## config.mk

```make
export PLATFORM = sky130hd
export DESIGN_NAME = clk_div_monitor
export DESIGN_NICKNAME = d
export VERILOG_FILES = /design/src/rtl/clk_div_monitor.sv
export SDC_FILE = /design/constraint.sdc
export NUM_CORES = 1
export LEC_CHECK = 0
export BUFFER_PORTS_ARGS = -buffer_cell sky130_fd_sc_hd__buf_2
export CAP_MARGIN = 20
export CORE_ASPECT_RATIO = 1.2
export CORE_MARGIN = 2
export CORE_UTILIZATION = 30
export CTS_CLUSTER_DIAMETER = 60
export DETAILED_ROUTE_END_ITERATION = 8
export HOLD_SLACK_MARGIN = 0.12
export PLACE_DENSITY = 0.5
export SETUP_SLACK_MARGIN = 0.02
export SYNTH_ARGS = -nofsm -noshare
export SYNTH_HDL_FRONTEND = slang
export SYNTH_SLANG_ARGS = --single-unit
```

## constraint.sdc

```tcl
create_clock -name clk -period 3.7 [get_ports clk]
set_input_delay 0.37 -clock clk [delete_from_list [all_inputs] [get_ports clk]]
set_output_delay 0.37 -clock clk [all_outputs]
set_load 0.01 [all_outputs]
```

## src/rtl/clk_div_monitor.sv

```systemverilog
`timescale 1ns/1ps
// -----------------------------------------------------------------------------
// clk_div_monitor
//
// Measures the high and low phase lengths of a slow, asynchronous divided
// clock (sig_in), counted in cycles of the system clock. It publishes each
// complete period together with a 50%-duty check. It also flags an input that
// has stopped toggling for longer than the phase counters can represent.
//
// Ports
//   clk        system clock, all logic on its rising edge
//   rst        asynchronous, active-high reset
//   en         measurement enable (synchronous to clk)
//   sig_in     divided clock under measurement (asynchronous to clk)
//   high_cnt   clk cycles sig_in was high in the last complete period
//   low_cnt    clk cycles sig_in was low in the last complete period
//   period     high_cnt + low_cnt at full width
//   duty_ok    high_cnt and low_cnt differ by at most one
//   meas_valid one-cycle pulse when the result outputs update
//   stuck      sig_in held one level beyond the counter range
// -----------------------------------------------------------------------------
module clk_div_monitor #(
  parameter int CNT_W = 16
) (
  input  logic             clk,
  input  logic             rst,
  input  logic             en,
  input  logic             sig_in,
  output logic [CNT_W-1:0] high_cnt,
  output logic [CNT_W-1:0] low_cnt,
  output logic [CNT_W:0]   period,
  output logic             duty_ok,
  output logic             meas_valid,
  output logic             stuck
);

  typedef enum logic [1:0] {
    IDLE,
    WAIT_RISE,
    MEAS_HIGH,
    MEAS_LOW
  } state_t;

  localparam logic [CNT_W-1:0] CNT_MAX = '1;

  state_t           state;
  logic             s1;
  logic             s2;
  logic             s3;
  logic             rise;
  logic             fall;
  logic [CNT_W-1:0] hcnt;
  logic [CNT_W-1:0] lcnt;
  logic [CNT_W-1:0] cnt_diff;
  logic             duty_next;
  logic [CNT_W:0]   period_next;

  // The synchronizer runs regardless of en so that edge history is already
  // valid on the first enabled cycle.
  always_ff @(posedge clk or posedge rst) begin
    if (rst) begin
      s1 <= 1'b0;
      s2 <= 1'b0;
      s3 <= 1'b0;
    end else begin
      s1 <= sig_in;
      s2 <= s1;
      s3 <= s2;
    end
  end

  assign rise = s2 & ~s3;
  assign fall = ~s2 & s3;

  // Result values for the period being closed. They are only used on the
  // cycle a rise ends MEAS_LOW, and at that point hcnt/lcnt hold the finished
  // counts.
  always_comb begin
    cnt_diff    = (hcnt >= lcnt) ? (hcnt - lcnt) : (lcnt - hcnt);
    duty_next   = (cnt_diff <= CNT_W'(1));
    period_next = {1'b0, hcnt} + {1'b0, lcnt};
  end

  // Measurement FSM. Dropping en wins over everything, including a rise on
  // the same cycle, so a period interrupted by disable is never published.
  // The saturation checks sit behind the edge checks. A phase that reaches
  // exactly CNT_MAX and then ends is still a legal measurement.
  always_ff @(posedge clk or posedge rst) begin
    if (rst) begin
      state      <= IDLE;
      hcnt       <= '0;
      lcnt       <= '0;
      high_cnt   <= '0;
      low_cnt    <= '0;
      period     <= '0;
      duty_ok    <= 1'b0;
      meas_valid <= 1'b0;
      stuck      <= 1'b0;
    end else begin
      meas_valid <= 1'b0;
      if (!en) begin
        state <= IDLE;
        hcnt  <= '0;
        lcnt  <= '0;
      end else begin
        case (state)
          IDLE: begin
            state <= WAIT_RISE;
          end
          WAIT_RISE: begin
            if (rise) begin
              state <= MEAS_HIGH;
              hcnt  <= CNT_W'(1);
              lcnt  <= '0;
            end
          end
          MEAS_HIGH: begin
            if (fall) begin
              state <= MEAS_LOW;
              lcnt  <= CNT_W'(1);
            end else if (hcnt == CNT_MAX) begin
              state <= WAIT_RISE;
              stuck <= 1'b1;
              hcnt  <= '0;
              lcnt  <= '0;
            end else begin
              hcnt <= hcnt + CNT_W'(1);
            end
          end
          MEAS_LOW: begin
            if (rise) begin
              state      <= MEAS_HIGH;
              high_cnt   <= hcnt;
              low_cnt    <= lcnt;
              period     <= period_next;
              duty_ok    <= duty_next;
              meas_valid <= 1'b1;
              stuck      <= 1'b0;
              hcnt       <= CNT_W'(1);
              lcnt       <= '0;
            end else if (lcnt == CNT_MAX) begin
              state <= WAIT_RISE;
              stuck <= 1'b1;
              hcnt  <= '0;
              lcnt  <= '0;
            end else begin
              lcnt <= lcnt + CNT_W'(1);
            end
          end
          default: begin
            state <= IDLE;
          end
        endcase
      end
    end
  end

endmodule

```

Word level (Yosys, flattened, before mapping)
Index checks and enable logic that the tools add are counted.
{ "classes": {"n_addsub": 5, "n_lt_le_gt_ge": 2, "eq_ne": 13, "n_mux": 30, "n_bitwise": 4, "reduce_logical": 7} }
{ "ops": {"columns": ["cell", "n"], "rows": [
  ["$mux W16", 13],
  ["$pmux W16 S3", 2],
  ["$add A16 B1 Y16 const B", 2],
  ["$eq A16 B16 Y1 const B", 2],
  ["$sub A16 B16 Y16", 2],
  ["$add A16 B16 Y17", 1],
  ["$ge A16 B16 Y1", 1],
  ["$le A16 B1 Y1 const B", 1],
  ["$mux W2", 6],
  ["$ne A3 B3 Y1 const B", 3],
  ["$reduce_and A3 Y1", 3],
  ["$ne A4 B4 Y1 const B", 2],
  ["$pmux W2 S4", 1],
  ["$mux W1", 7],
  ["$reduce_and A5 Y1", 1],
  ["$eq A2 B2 Y1 const B", 2],
  ["$ne A2 B2 Y1 const B", 2],
  ["$ne A4 B1 Y1 const B", 1],
  ["$reduce_and A4 Y1", 1],
  ["$and A1 B1 Y1", 2],
  ["$eq A2 B1 Y1 const B", 1],
  ["$logic_not A2 Y1", 1],
  ["$not A1 Y1", 2],
  ["$pmux W1 S2", 1],
  ["$reduce_bool A2 Y1", 1]
]} }
{ "totals": {"reg_bits": 89, "in_bits": 4, "output_inout_bits": 52} }

Longest topological paths before layout
{ "logic_depth": {"ltp_word": 5, "depth_mapped": 13, "ltp_nobuf": 13} }

Worst setup path before layout
No wires, ideal clock.
{ "synth_timing": {"kind": "reg-to-reg", "from": "register hcnt[0]", "to": "register duty_ok", "arrival_time_ns": 2.669, "required_ns": 3.579, "setup_slack_ns": 0.910, "stages_incl_launch_ff": 14, "path_buffers": 0, "synth_period_minus_slack_ns": 2.790, "path_cell_list": "dfrtp_1 inv_1 ha_1 inv_1 fa_1 a211oi_1 o21bai_1 nand3_1 a31oi_1 nor2_1 mux2_2 a31oi_1 xor2_1 a22o_1"} }
{ "synth_between": {"elab_chain_cells": 3} }
{ "synth_lines": {"columns": ["element", "line", "text"], "rows": [
  ["start: declaration", "52", "logic [CNT_W-1:0] hcnt;"],
  ["start signal: assignment", "127", "hcnt <= hcnt + CNT_W'(1);"],
  ["$sub A16 B16 Y16 or $ge A16 B16 Y1 (tied branches)", "79", "cnt_diff = (hcnt >= lcnt) ? (hcnt - lcnt) : (lcnt - hcnt);"],
  ["$mux W16 *", "79", null],
  ["$le A16 B1 Y1 *", "80", "duty_next = (cnt_diff <= CNT_W'(1));"],
  ["end signal: assignment", "136", "duty_ok <= duty_next;"],
  ["end: declaration", "32", "output logic duty_ok,"]
]} }
Every way passes the cells marked *; elsewhere a longest branch is shown, timed or not.
A chain may end at the register's enable or synchronous reset.

Worst setup path after layout
Ends and elaborated chain as after synthesis.

==> flow_summary_export.csv <==
group,metric,value,unit
layout,area_delta_synth_final,15.1,%
synthesis,ys_warn_count,0,
power,peakVddDrop,0.237,mV
floorplanning,placementRows,57,
synthesis,muxShareOfSynthArea,0.986,%
layout,fillCellCount,2168,
route,via_per_inst,5.05,
timing,setup-tns-final,0,ps
setup_path,worst-endpoint-arrival,3780,ps
clocking,clockBufferDepth,2,
timing,setup_viol,0,
synthesis,synth-seq-area-share,35.8,%
global_routing,grt_max_degree,95,
setup_path,critical_path_required,4000,ps
timing,finalCritPeriodShare,94.2,%
timing,tightest_slew,833,ps
synthesis,netlist_area,6220,µm²
synthesis,synth_compound_area_share,20.6,%
run_status,status,"finished clean",
timing,rsz0062_at_grt,"false",
timing,fin_hold_ws,112,ps
synthesis,synth_top_family_by_area,"compound AO/OA/AOI/OAI gates",
layout,drive_gt1_share,13.5,%
route,drcViolationCount,0,
layout,fin_util,35.2,%
synthesis,synth.avg_cell_area,8.57,µm²
synthesis,synthDistinctLibCells,78,
floorplanning,die_h,162,µm
route,drtPass1Iterations,5,
setup_path,path_class,"reg2reg",
clocking,cts_tree,"yes",
worst_hold_path,hold_path_class,"in2async",
setup_path,endpoint_kind,"flip-flop",
floorplanning,die_area,21900,µm²
setup_path,reg2reg_slack,210,ps
synthesis,ys.flop_type,"dfrtp_1",
route,num_vias,5301,
timing,hold_viol,0,
setup_path,cp-start-kind,"flip-flop",
clocking,cts_root_buffer,"clkbuf_16",
power,powerDensity,378,nW/µm²
clocking,clk_pin_slew,70,ps
setup_path,cp_max_fo,7,
timing,maxSlewHeadroom,44.5,%
synthesis,ys_async_sr_fraction,100,%
clocking,h-tree-depth,3,
timing,clock.fmax,287,MHz
synthesis,synth.net_count,785,
clocking,clk_latency,360,ps
timing,final.setup.worst_slack,214,ps
power,leakagePower,3.40,nW
layout,multiInputGateArea,3690,µm²
placed_design,place_ws,165,ps
global_routing,track_usage,16.9,%
layout,regArea,2230,µm²
placed_design,dpl.hpwl,13900,µm
route,final_antenna_net_count,0,
synthesis,ys_seq_elements,89,
timing,finClkSkew,8.40,ps
timing,slew_violations,0,
synthesis,synth_xor_area_share,6.06,%
clocking,cts.sinks,89,
floorplanning,ios,56,
layout,final_common_cell,"dfrtp_1",
layout,final_cell_mix,"dfrtp_1 (89), o21ai_0 (83), nand2_1 (82), nor2_1 (64), buf_2 (55)",
global_routing,grt_first_pass_wirelength,28500,µm
route,wl_per_cell,17.1,µm
synthesis,synthSimpleGateAreaFrac,19.7,%
clocking,cts_setup_buffers,0,
synthesis,postSynthCellCount,725,
floorplanning,core-area,20300,µm²
placed_design,globalplace.congestion,0.900,
global_routing,grt_antenna_before_repair,0,
layout,antennaDiodeCount,0,
floorplanning,die_w,135,µm
route,wirelength,17900,µm
global_routing,grt_pass1_vias,5279,
global_routing,overflow,0,
clocking,numCtsBuffers,9,
synthesis,synth_fa_ha_area_share,11.6,%
placed_design,io_buffers,55,
run,maxCapViolations,0,
floorplanning,start_util,30.6,%
layout,layout.nets,840,
power,fin_total_pwr,2.71,mW
route,drt_iter0_drc,385,
synthesis,synth_edf_count,0,
timing,period_needed,3490,ps
cells in the mapped netlist, drive strengths merged, types with 4 or more instances:
library cell  instances  area, µm²
nand3                26        140
nor3                 14       86.3
nand2b               10       70.1
a211oi                4       30.0
o41ai                 6       52.6
nor4                  8       71.3
o21bai                9       67.6
clkbuf               14       53.8
a21o                  8       60.1
nand2                83        314
a21oi                35        179
and2                  4       25.0
o2111ai               4       35.0
nand3b                5       37.5
mux2i                 5       50.1
o21a                  5       37.5
nor2                 66        258
or2                   4       25.0
and3                  7       45.1
o31ai                 4       30.0
buf                  12       58.8
dfrtp                89       2230
nand4                 7       50.1
xnor2                38        333
xor2                  5       43.8
a31oi                11       75.1
nor2b                 5       31.3
or3                   4       25.0
ha                   53        663
inv                  55        206
o21ai                84        420
layer usage:
metal	vias to the layer above	wire length, µm	global-route usage, %
met5	-	0	0
met4	0	453	6.49
met3	30	550	2.40
met2	89	8700	29.0
met1	2528	8220	21.4
li1	2654	-	-
worst max-delay path, cell delays in order, from the launching register on:
cell       delay (ps)
dfrtp_1           470
inv_1             130
ha_1              240
inv_1              70
fa_1              410
a21oi_1           130
o2111ai_1         130
a311oi_1          370
nand4_1           210
a2111oi_1         530
buf_4             190
o2111ai_1         130
a211oi_1          270
a22o_1            150
where the power goes:
group / total, mW / internal [mW] / switching (mW)
clock network: 0.997 / 0.589 / 0.408
logic: 0.654 / 0.239 / 0.415
registers: 1.06 / 1.02 / 0.0390
total: 2.71 / 1.84 / 0.862
state kept, by name, summed over array words and instances (netlist names):
name	count
state	2
high_cnt	16
lcnt	16
s3	1
stuck	1
s1	1
period	17
low_cnt	16
meas_valid	1
s2	1
duty_ok	1
hcnt	16
path summary, 6_finish.rpt:
kind / from / end / cells after the start
max: hcnt[0] / duty_ok / 13
min: rst / meas_valid / 2
max reg2reg: hcnt[0] / duty_ok / 13
min reg2reg: s1 / s2 / 0
max in group asynchronous: rst / hcnt[2] / 3
min in group clk: s1 / s2 / 0
timing repair:
item                                    4_1_cts  5_1_grt
gates resized for setup                       0        2
endpoints found under the hold margin         1        0
endpoints found under the setup margin        0        1
hold buffers                                  1        0
cells by family after synthesis:
logic type	after synthesis
AOI/OAI and AO/OA	201
xor gates and xnor gates	43
adders and majority gates	56
buffers and inverters	81
DFF	89
muxes	6
and+or+nand+nor	249
area by class of cell:
type / instances / share of cell area (%)
clock inverter: 5 / 1.10
inverter: 55 / 2.92
timing repair buffer: 70 / 5.46
multi-input combinational: 555 / 51.5
clock buffer: 10 / 3.20
tap: 265 / 4.64
sequential: 89 / 31.1
stage by stage:
| stage | instance area [µm²] | std cells |
|---|---|---|
| final | 7150 | 1049 |
| after global routing | 7150 | 1049 |
| after CTS | 7150 | 1049 |
| after detailed placement | 6830 | 1033 |
| after global placement | 6830 | 1033 |
| after floorplan | 6220 | 725 |
(Power assumes the default switching activity.)
